--- config.mk ---
export PLATFORM = sky130hd
export DESIGN_NAME = split_channels_flat
export DESIGN_NICKNAME = d
export VERILOG_FILES = /design/src/rtl/split_channels_if.sv /design/src/rtl/split_channels.sv /design/src/flat_wrapper.sv
export SDC_FILE = /design/constraint.sdc
export NUM_CORES = 1
export LEC_CHECK = 0
export BUFFER_PORTS_ARGS = -buffer_cell sky130_fd_sc_hd__buf_4
export CELL_PAD_IN_SITES_DETAIL_PLACEMENT = 0
export CELL_PAD_IN_SITES_GLOBAL_PLACEMENT = 1
export CORE_ASPECT_RATIO = 0.5
export CORE_MARGIN = 2
export CORE_UTILIZATION = 45
export DETAILED_ROUTE_END_ITERATION = 10
export GPL_TIMING_DRIVEN = 1
export PLACE_DENSITY = 0.74
export SETUP_SLACK_MARGIN = 0.4
export SYNTH_ARGS = -nofsm -noshare
export SYNTH_HDL_FRONTEND = slang
export SYNTH_SLANG_ARGS = --single-unit
--- constraint.sdc ---
create_clock -name clk -period 4.9 [get_ports clk]
set_input_delay 0.735 -clock clk [delete_from_list [all_inputs] [get_ports clk]]
set_output_delay 0.735 -clock clk [all_outputs]
set_load 0.01 [all_outputs]
--- src/rtl/split_channels_if.sv ---
// rtl/split_channels_if.sv - merged-stream input and paired-channel output bundle
// The master side drives the merged word stream; the slave side returns aligned channel pairs.
interface split_channels_if #(
   parameter int DATA_WIDTH = 8
);
   logic                         data_valid_i;
   logic signed [DATA_WIDTH-1:0] data_i;
   logic                         sop_i;
   logic                         eop_i;
   logic                         sof_i;
   logic                         eof_i;
   logic signed [DATA_WIDTH-1:0] data_lo;
   logic signed [DATA_WIDTH-1:0] data_ro;
   logic                         data_valid_o;
   logic                         sop_o;
   logic                         eop_o;
   logic                         sof_o;
   logic                         eof_o;
   logic                         err_o;

   modport master (
      output data_valid_i, data_i, sop_i, eop_i, sof_i, eof_i,
      input  data_lo, data_ro, data_valid_o, sop_o, eop_o, sof_o, eof_o, err_o
   );

   modport slave (
      input  data_valid_i, data_i, sop_i, eop_i, sof_i, eof_i,
      output data_lo, data_ro, data_valid_o, sop_o, eop_o, sof_o, eof_o, err_o
   );
endinterface

--- src/rtl/split_channels.sv ---
// rtl/split_channels.sv - split interleaved left/right half-groups into aligned channel pairs
// Left half is buffered; each right word leaves together with its matching left word.
module split_channels #(
   parameter int DATA_WIDTH = 8,
   parameter int HALF_LEN   = 16
) (
   input  logic             clk,
   input  logic             reset,
   split_channels_if.slave  bus
);
   localparam int IDX_W = $clog2(2 * HALF_LEN);
   localparam int LB_W  = IDX_W - 1;
   localparam logic [IDX_W-1:0] IDX_HALF     = IDX_W'(HALF_LEN);
   localparam logic [IDX_W-1:0] IDX_FILL_END = IDX_W'(HALF_LEN - 1);
   localparam logic [IDX_W-1:0] IDX_LAST     = IDX_W'(2 * HALF_LEN - 1);

   typedef enum logic {
      FILL_L = 1'b0,
      EMIT_R = 1'b1
   } state_t;

   state_t                       state_q, state_d;
   logic [IDX_W-1:0]             idx_q, idx_d;
   logic                         pend_sop_q, pend_sop_d;
   logic                         pend_sof_q, pend_sof_d;
   logic                         err_q, err_d;
   logic                         valid_q, valid_d;
   logic                         sop_q, sop_d;
   logic                         eop_q, eop_d;
   logic                         sof_q, sof_d;
   logic                         eof_q, eof_d;
   logic signed [DATA_WIDTH-1:0] lo_q, lo_d;
   logic signed [DATA_WIDTH-1:0] ro_q, ro_d;

   logic signed [DATA_WIDTH-1:0] lbuf [HALF_LEN];
   logic                         lbuf_we;
   logic [LB_W-1:0]              lbuf_waddr;
   logic signed [DATA_WIDTH-1:0] lbuf_rdata;
   logic                         sop_resync;
   logic                         eop_resync;

   // HALF_LEN is a power of two, so idx - HALF_LEN is just the low bits in EMIT_R
   assign lbuf_rdata = lbuf[idx_q[LB_W-1:0]];

   assign sop_resync = bus.data_valid_i && bus.sop_i && ((idx_q != '0) || bus.eop_i);
   assign eop_resync = bus.data_valid_i && bus.eop_i && !bus.sop_i && (idx_q != IDX_LAST);

   always_comb begin
      state_d    = state_q;
      idx_d      = idx_q;
      pend_sop_d = pend_sop_q;
      pend_sof_d = pend_sof_q;
      err_d      = err_q;
      valid_d    = 1'b0;
      sop_d      = 1'b0;
      eop_d      = 1'b0;
      sof_d      = 1'b0;
      eof_d      = 1'b0;
      lo_d       = lo_q;
      ro_d       = ro_q;
      lbuf_we    = 1'b0;
      lbuf_waddr = idx_q[LB_W-1:0];

      if (sop_resync) begin
         // Abandon the partial group and restart it with this word as idx 0
         err_d      = 1'b1;
         lbuf_we    = 1'b1;
         lbuf_waddr = '0;
         idx_d      = IDX_W'(1);
         state_d    = FILL_L;
         pend_sop_d = 1'b1;
         pend_sof_d = bus.sof_i;
      end else if (bus.data_valid_i) begin
         if (state_q == FILL_L) begin
            lbuf_we = 1'b1;
            if (idx_q == '0) begin
               pend_sop_d = bus.sop_i;
               pend_sof_d = bus.sof_i;
            end
            idx_d = idx_q + IDX_W'(1);
            if (idx_q == IDX_FILL_END) begin
               state_d = EMIT_R;
            end
         end else begin
            valid_d = 1'b1;
            lo_d    = lbuf_rdata;
            ro_d    = bus.data_i;
            if (idx_q == IDX_HALF) begin
               sop_d      = pend_sop_q;
               sof_d      = pend_sof_q;
               pend_sop_d = 1'b0;
               pend_sof_d = 1'b0;
            end
            if ((idx_q == IDX_LAST) || eop_resync) begin
               eop_d      = bus.eop_i;
               eof_d      = bus.eof_i;
               idx_d      = '0;
               state_d    = FILL_L;
               pend_sop_d = 1'b0;
               pend_sof_d = 1'b0;
            end else begin
               idx_d = idx_q + IDX_W'(1);
            end
         end

         // Early end of group: close it out regardless of which half we were in
         if (eop_resync) begin
            err_d      = 1'b1;
            idx_d      = '0;
            state_d    = FILL_L;
            pend_sop_d = 1'b0;
            pend_sof_d = 1'b0;
         end
      end
   end

   always_ff @(posedge clk) begin
      if (reset) begin
         state_q    <= FILL_L;
         idx_q      <= '0;
         pend_sop_q <= 1'b0;
         pend_sof_q <= 1'b0;
         err_q      <= 1'b0;
         valid_q    <= 1'b0;
         sop_q      <= 1'b0;
         eop_q      <= 1'b0;
         sof_q      <= 1'b0;
         eof_q      <= 1'b0;
         lo_q       <= '0;
         ro_q       <= '0;
      end else begin
         state_q    <= state_d;
         idx_q      <= idx_d;
         pend_sop_q <= pend_sop_d;
         pend_sof_q <= pend_sof_d;
         err_q      <= err_d;
         valid_q    <= valid_d;
         sop_q      <= sop_d;
         eop_q      <= eop_d;
         sof_q      <= sof_d;
         eof_q      <= eof_d;
         lo_q       <= lo_d;
         ro_q       <= ro_d;
      end
   end

   always_ff @(posedge clk) begin
      if (lbuf_we) begin
         lbuf[lbuf_waddr] <= bus.data_i;
      end
   end

   assign bus.data_lo      = lo_q;
   assign bus.data_ro      = ro_q;
   assign bus.data_valid_o = valid_q;
   assign bus.sop_o        = sop_q;
   assign bus.eop_o        = eop_q;
   assign bus.sof_o        = sof_q;
   assign bus.eof_o        = eof_q;
   assign bus.err_o        = err_q;
endmodule

--- src/flat_wrapper.sv ---
// flat-port wrapper written by rule: the top's interface ports become plain ports
module split_channels_flat 
#(
   parameter int DATA_WIDTH = 8,
   parameter int HALF_LEN   = 16
)
  (clk, reset, bus_data_valid_i, bus_data_i, bus_sop_i, bus_eop_i, bus_sof_i, bus_eof_i, bus_data_lo, bus_data_ro, bus_data_valid_o, bus_sop_o, bus_eop_o, bus_sof_o, bus_eof_o, bus_err_o);
  split_channels_if #(.DATA_WIDTH(DATA_WIDTH)) bus_i ();
  input  logic clk;
  input  logic reset;
  input wire logic [$bits(bus_i.data_valid_i)-1:0] bus_data_valid_i;
  input wire logic [$bits(bus_i.data_i)-1:0] bus_data_i;
  input wire logic [$bits(bus_i.sop_i)-1:0] bus_sop_i;
  input wire logic [$bits(bus_i.eop_i)-1:0] bus_eop_i;
  input wire logic [$bits(bus_i.sof_i)-1:0] bus_sof_i;
  input wire logic [$bits(bus_i.eof_i)-1:0] bus_eof_i;
  output wire logic [$bits(bus_i.data_lo)-1:0] bus_data_lo;
  output wire logic [$bits(bus_i.data_ro)-1:0] bus_data_ro;
  output wire logic [$bits(bus_i.data_valid_o)-1:0] bus_data_valid_o;
  output wire logic [$bits(bus_i.sop_o)-1:0] bus_sop_o;
  output wire logic [$bits(bus_i.eop_o)-1:0] bus_eop_o;
  output wire logic [$bits(bus_i.sof_o)-1:0] bus_sof_o;
  output wire logic [$bits(bus_i.eof_o)-1:0] bus_eof_o;
  output wire logic [$bits(bus_i.err_o)-1:0] bus_err_o;
  assign bus_i.data_valid_i = bus_data_valid_i;
  assign bus_i.data_i = bus_data_i;
  assign bus_i.sop_i = bus_sop_i;
  assign bus_i.eop_i = bus_eop_i;
  assign bus_i.sof_i = bus_sof_i;
  assign bus_i.eof_i = bus_eof_i;
  assign bus_data_lo = bus_i.data_lo;
  assign bus_data_ro = bus_i.data_ro;
  assign bus_data_valid_o = bus_i.data_valid_o;
  assign bus_sop_o = bus_i.sop_o;
  assign bus_eop_o = bus_i.eop_o;
  assign bus_sof_o = bus_i.sof_o;
  assign bus_eof_o = bus_i.eof_o;
  assign bus_err_o = bus_i.err_o;
  split_channels #(.DATA_WIDTH(DATA_WIDTH), .HALF_LEN(HALF_LEN)) u_core (.clk(clk), .reset(reset), .bus(bus_i));
endmodule
==> metrics.cfg, run 1 <==
[status]
status = completed

[cells_and_area]
drive_gt1_share_pct = 28.78
diodes = 0
areaGrowthSynthToFinish_pct = 16.06
final_common_cell = edfxtp_1
finish.utilization_pct = 53.71
nFillCells = 1068
design_area_um2 = 7298
final_nets = 410
layout_common_cells = edfxtp_1 (128), buf_4 (38), mux4_2 (32), dfxtp_1 (29), nor2_1 (27)
final_cells = 595

[yosys]
yosys.area_share.simple_pct = 7.322
ys_warn_count = 0
synth.avg_cell_area_um2 = 17.76
syn_area_um2 = 6289
async_reset_ff_share_pct = 0
seq_area_frac_synth_pct = 70.67
synth-compound-area-share_pct = 3.144
synth-edff-count = 128
synth_xor_area_share_pct = 0.2786
synthFlopType = edfxtp_1
muxShareOfSynthArea_pct = 15.92
synth_fp_nets = 373
ys_seq_elements = 158
synth_top_family_by_area = multiplexers
synth_adder_area_share_pct = 0.7959
yosysUniqueCellTypes = 45
syn_inst = 354

[route]
first_pass_iters = 6
routedWlPerCell_um = 21.59
drt-met1-wl_um = 5772
wl_met2_um = 6274
topRoutingLayerUsed = met4
drc = 0
route.met3.wl_um = 639
drtAntennaViolNets = 0
drt_iter0_drc = 383
viasPerCell = 5.519
drt_wl_total_um = 12850
vias = 3284

[sta]
period_share_pct = 67.92
fmax_mhz = 300.5
finalClockSkew_ns = 0.007362
max-slew-margin-rel_pct = 20.95
finalSetupTns_ns = 0
rsz0062_at_grt = no
setup_violations = 0
hold_viol_final = 0
hold_ws_ns = 0.4881
worst_pin_slew_ns = 1.177
slew_violations = 0
period_needed_ns = 3.328
setup_ws_ns = 1.572

[clock_tree]
cts_buffers = 17
ctsResizeCount = 0
htree_levels = 4
cts_hold_buf = 0
clk-insertion-delay-late_ns = 0.42
cts_tree = yes
clkTransAtPathRegs_ns = 0.06
clockRootBuffer = clkbuf_16
postCtsSetupBuffers = 0
clk_path_buf_depth = 2
clock_sink_count = 158

[power]
powerDensity_nw_per_um2 = 394.8
p_total_mw = 2.881
ir_worst_vdd_v = 0.0002103
netSwitchingPower_uw = 616.4
p_leak_nw = 2.450
p_comb_share_pct = 3.9
p_int_mw = 2.265
sequentialPowerShare_pct = 51.1
sw_frac_of_total_pct = 21.40
p_clk_share_pct = 45.1

[floorplan]
fp.dieH_um = 87.59
dieArea_um2 = 14990
pin_count = 37
std_cell_rows = 30
chipWidth_um = 171.2
coreArea_um2 = 13590
initial_core_util_pct = 46.28

[run]
cap_violations = 0

[setup_path]
path_cells = inv_2 -> ha_1 -> nor4b_2 -> a21oi_1 -> or4_1 -> nor3_1
max_stage_delay_ns = 0.82
crit_path_start_kind = register
required_ns = 4.93
cp_top_family = simple AND/OR/NAND/NOR gates
critPathMaxFanout = 18
slowest_stage = nor3_1
arrival_ns = 3.36
path_buf_inv = 1
path_class = register to register
crit_path_end_kind = register

[place]
hpwl_um = 8382
place_ws_ns = 1.643
placed_cells_incl_taps = 564
io_buffers = 36
place.gp.congestion = 0.8001
dpl_cell_area_um2 = 6716

[global_routing]
grt_pass1_wl_um = 19270
grt_max_degree = 32
antenna_found_initial = 0
grt-ovfl-total = 0
track_usage_pct = 18.06
grt_pass1_vias = 3278

[worst_hold_path]
hold_class = register to register

## cell families (layout without fill, tap and decap cells)
logic type               count (synthesis)  in the layout
AND/OR/NAND/NOR                         82             82
AO/OA/AOI/OAI                           24             24
flip-flops                             158            158
multiplexers                            59             59
adder cells (fa/ha/maj)                  4              4
XOR/XNOR                                 2              2
buffers and inverters                   25             74
## state kept, by name, indices dropped and copies added (netlist names), 5 cells and up
name	flops
u_core.lbuf	128
u_core.bus.data_lo	8
u_core.bus.data_ro	8
u_core.idx_q	5
## layer usage
| layer | GRT usage (%) | up-vias |
|---|---|---|
| met2 | 29.22 | 111 |
| met4 | 6.086 | 0 |
| li1 | - | 1478 |
| met1 | 24.82 | 1681 |
| met3 | 3.931 | 14 |
| met5 | 0 | - |
## tightest hold or removal path: cells and delay by family (launching register included)
kind          cells  cell delay [ns]
flops             1             0.31
mux               1             0.06
simple gates      1             0.06
## Yosys cell counts (3+ instances only)
library cell,instances,area share (%)
a21oi_1,5,0.40
and3_1,3,0.30
buf_2,4,0.32
clkbuf_1,11,0.66
dfxtp_1,30,9.6
edfxtp_1,128,61
ha_1,4,0.80
inv_1,4,0.24
mux2_2,8,1.4
mux2i_1,19,3.0
mux4_2,32,11
nand2_1,6,0.36
nand2b_1,12,1.2
nand3_1,9,0.72
nor2_1,27,1.6
nor3_1,9,0.72
o221ai_1,8,1.1
## power by group through the flow
stage | Sequential, mW | Clock, mW | Combinational, mW
2_1_floorplan | 1.50 | 0 | 0.0647
3_3_place_gp | 1.50 | 0 | 0.108
3_5_place_dp | 1.50 | 0 | 0.110
4_1_cts | 1.47 | 1.32 | 0.111
5_1_grt | 1.47 | 1.37 | 0.120
6_report | 1.47 | 1.30 | 0.111
## path summary, 6_finish.rpt
| path | startpoint | end | slack [ns] | depth (start not counted) |
|---|---|---|---|---|
| min reg2reg | u_core.pend_sop_q | u_core.pend_sop_q | 0.49 | 2 |
| max reg2reg | u_core.idx_q[1] | u_core.lbuf[3][7] | 1.57 | 6 |
| min | u_core.pend_sop_q | u_core.pend_sop_q | 0.49 | 2 |
| max | u_core.idx_q[1] | u_core.lbuf[3][7] | 1.57 | 6 |
## final cells by class
type	count	area, um2	share of cell area, %
Multi-Input combinational cell	171	1727	23.66
Sequential cell	158	4446	60.91
Tap cell	192	240.2	3.292
Timing Repair Buffer	38	285.3	3.909
Inverter	5	18.77	0.2572
Clock inverter	14	156.4	2.143
Clock buffer	17	425.4	5.829
(Power assumes the default switching activity.)
==> run 2: changes to the inputs <==
Settings changed: ABC_AREA set to 1, CORE_UTILIZATION 45 to 43, PLACE_DENSITY 0.74 to 0.8.
Clock period 4.9 ns to 2.8 ns, I/O delays scaled along.
==> run 2 against run 1 <==
Net effect: clock skew is 0.0019 ns higher; power is 81% higher; combinational power grew to 3.4 times the previous value; fmax is 47% higher; routed wire length is 24% higher; largest power group unchanged; highest routed layer unchanged.
==> metrics.cfg, run 2 <==
[status]
status = completed

[route]
vias = 4936  ; +50%
drt_wl_total_um = 15920  ; +24%
drc = 0  ; unchanged
first_pass_iters = 5  ; -1
drtAntennaViolNets = 0  ; unchanged
drt_iter0_drc = 482  ; +26%
viasPerCell = 4.746  ; -14%
routedWlPerCell_um = 15.30  ; -29%

[sta]
setup_violations = 0  ; unchanged
hold_viol_final = 0  ; unchanged
period_needed_ns = 2.268  ; -1.060 ns
finalSetupTns_ns = 0  ; unchanged
period_share_pct = 81.01  ; +13 points
fmax_mhz = 440.9  ; +47%
rsz0062_at_grt = yes
finalClockSkew_ns = 0.009268  ; +0.001906 ns
slew_violations = 0  ; unchanged
worst_pin_slew_ns = 0.7360  ; -0.4407 ns
max-slew-margin-rel_pct = 50.93  ; +30 points

[global_routing]
grt_pass1_wl_um = 25510  ; +32%
grt-ovfl-total = 0  ; unchanged
antenna_found_initial = 0  ; unchanged
grt_pass1_vias = 4893  ; +49%
track_usage_pct = 19.77  ; +1.7 points
grt_max_degree = 69  ; +120%

[floorplan]
pin_count = 37  ; unchanged
fp.dieH_um = 94.29  ; +7.6%
chipWidth_um = 184.6  ; +7.8%
initial_core_util_pct = 44.78  ; -1.5 points
dieArea_um2 = 17400  ; +16%
std_cell_rows = 32  ; +6.7%
coreArea_um2 = 15660  ; +15%

[yosys]
seq_area_frac_synth_pct = 63.39  ; -7.3 points
yosys.area.top_type = edfxtp_1
ys_seq_elements = 158  ; unchanged
synthTopCellsByArea = edfxtp_1 (55%), nand2_1 (14%), dfxtp_1 (8.6%)
syn_inst = 767  ; +120%
synthFlopType = edfxtp_1
synth_fp_nets = 786  ; +110%
synth_top_area_share_pct = 54.83  ; -6.3 points
async_reset_ff_share_pct = 0  ; unchanged
ys_warn_count = 0  ; unchanged
syn_area_um2 = 7010  ; +11%
synth.avg_cell_area_um2 = 9.140  ; -49%
yosysUniqueCellTypes = 28  ; -38%
synthTopCellsByCount = nand2_1 (256), inv_1 (156), edfxtp_1 (128)
synth.most_common_cell = nand2_1
synth-edff-count = 128  ; unchanged

[setup_path]
path_class = register to register
arrival_ns = 2.33  ; -1.03 ns
cp_top_family = simple AND/OR/NAND/NOR gates
reg2reg_depth = 7  ; +1
critPathMaxFanout = 14  ; -4
timing.rr.start = u_core.idx_q[2]
slowest_stage = nor2_2
reg2reg_slack_ns = 0.53  ; -1.04 ns
required_ns = 2.87  ; -2.06 ns
r2r_end = u_core.lbuf[13][7]
max_stage_delay_ns = 0.40  ; -0.42 ns
path_cells = nor2_4 -> nand4_4 -> nand2_4 -> inv_1 -> nor2_1 -> nand3_1 -> nor2_2
crit_path_start_kind = register
path_buf_inv = 1  ; unchanged
crit_path_end_kind = register

[cells_and_area]
final_nets = 825  ; +100%
layout_common_cells = nand2_1 (256), inv_1 (156), edfxtp_1 (128), nand3_1 (74), buf_4 (50)
largest-register = u_core.lbuf
largest_reg_flops = 128  ; unchanged
diodes = 0  ; unchanged
areaGrowthSynthToFinish_pct = 15.96  ; about the same
final_common_cell = nand2_1
drive_gt1_share_pct = 11.72  ; -17 points
finish.utilization_pct = 51.93  ; -1.8 points

[power]
powerDensity_nw_per_um2 = 642.2  ; +63%
ir_worst_vdd_v = 0.0003965  ; +89%
p_leak_nw = 3.716  ; +52%

[clock_tree]
clock_sink_count = 158  ; unchanged
clk-insertion-delay-late_ns = 0.42  ; about the same
cts_buffers = 17  ; unchanged
clockRootBuffer = clkbuf_16
clkTransAtPathRegs_ns = 0.06  ; about the same
htree_levels = 4  ; unchanged
clk_path_buf_depth = 2  ; unchanged
cts_tree = yes

[place]
io_buffers = 36  ; unchanged
place.gp.congestion = 0.8167  ; +2.1%
hpwl_um = 10350  ; +23%

[worst_hold_path]
min_from = bus_eof_i
hold_end = u_core.bus.eof_o
min_path_cells = 3  ; +1
hold_class = input port to register

[run]
cap_violations = 0  ; unchanged

==> run 2: changes by cell type in the layout (fill, tap and decap cells not counted), moves of 19 or more <==
| cell | before | now |
|---|---|---|
| a21oi_1 | 5 | 25 |
| inv_1 | 4 | 156 |
| mux2i_1 | 19 | 0 |
| mux4_2 | 32 | 0 |
| nand2_1 | 6 | 256 |
| nand3_1 | 9 | 74 |
==> run 2: cells by family after synthesis <==
| kind of cell | share of synthesized area, % |
|---|---|
| AOI/OAI and AO/OA | 2.392 |
| xor gates and xnor gates | 0.2499 |
| adders and majority gates | 0.7139 |
| buffers and inverters | 10.60 |
| DFF | 63.39 |
| and+or+nand+nor | 22.65 |
==> run 2: final cells by class <==
type                            count  area [um2]
Clock buffer                       22       486.7
Clock inverter                     10       97.59
Fill cell                        1432        7526
Inverter                          159       598.1
Multi-Input combinational cell    420        1849
Sequential cell                   158        4446
Tap cell                          221       276.5
Timing Repair Buffer               50       375.4
==> run 2: layer usage <==
| metal | up-vias | routed length [um] | share of wire (%) | track usage (%) |
|---|---|---|---|---|
| met1 | 2311 | 7672 | 48 | 27.97 |
| met2 | 136 | 7179 | 45 | 30.95 |
| met3 | 18 | 865 | 5.4 | 3.760 |
| li1 | 2471 | - | - | - |
| met5 | - | 0 | 0 | 0 |
| met4 | 0 | 197 | 1.2 | 6.067 |
==> run 2: where the power goes <==
group	internal (mW)	total, mW	switching [mW]
clock network	1.34	2.28	0.935
logic	0.103	0.375	0.272
registers	2.56	2.57	0.00753
total	4.01	5.22	1.21
==> run 2: repair_timing <==
| item | in CTS | in global routing |
|---|---|---|
| gates resized for setup | 0 | 6 |
| setup endpoints to repair | 8 | 31 |
| hold buffers | 0 | 0 |
| setup buffers | 0 | 0 |
==> run 2: worst register-to-register path: cells and delay by family (launching register included) <==
kind | cells | cell delay, ns
and+or+nand+nor | 6 | 1.40
DFF | 1 | 0.39
buffers and inverters | 1 | 0.13
==> run 2: worst max path at each step <==
stage                    start                  to  slack (ns)  depth (start not counted)
5_1_grt        u_core.idx_q[2]  u_core.lbuf[13][7]        0.36                          7
3_5_place_dp   u_core.idx_q[2]  u_core.lbuf[13][3]        0.39                          7
2_1_floorplan  u_core.idx_q[0]  u_core.lbuf[15][0]        0.35                         11
6_report       u_core.idx_q[2]  u_core.lbuf[13][7]        0.53                          7
3_3_place_gp   u_core.idx_q[2]  u_core.lbuf[13][3]        0.49                          7
4_1_cts        u_core.idx_q[2]  u_core.lbuf[13][7]        0.38                          7
==> run 2: per-stage QoR <==
| step | power, mW | worst slack, ns | cells | hold WS [ns] | area (um2) |
|---|---|---|---|---|---|
| floorplan | 2.847 | 0.3503 | 767 | 0.4156 | 7020 |
| global placement | 2.991 | 0.4915 | 1008 | 0.4387 | 7528 |
| detailed placement | 2.993 | 0.3946 | 1008 | 0.4340 | 7528 |
| finish | 5.221 | 0.5317 | 1040 | 0.2132 | 8129 |
| CTS | 5.247 | 0.3825 | 1040 | 0.2017 | 8113 |
| global route | 5.389 | 0.3588 | 1040 | 0.2352 | 8129 |
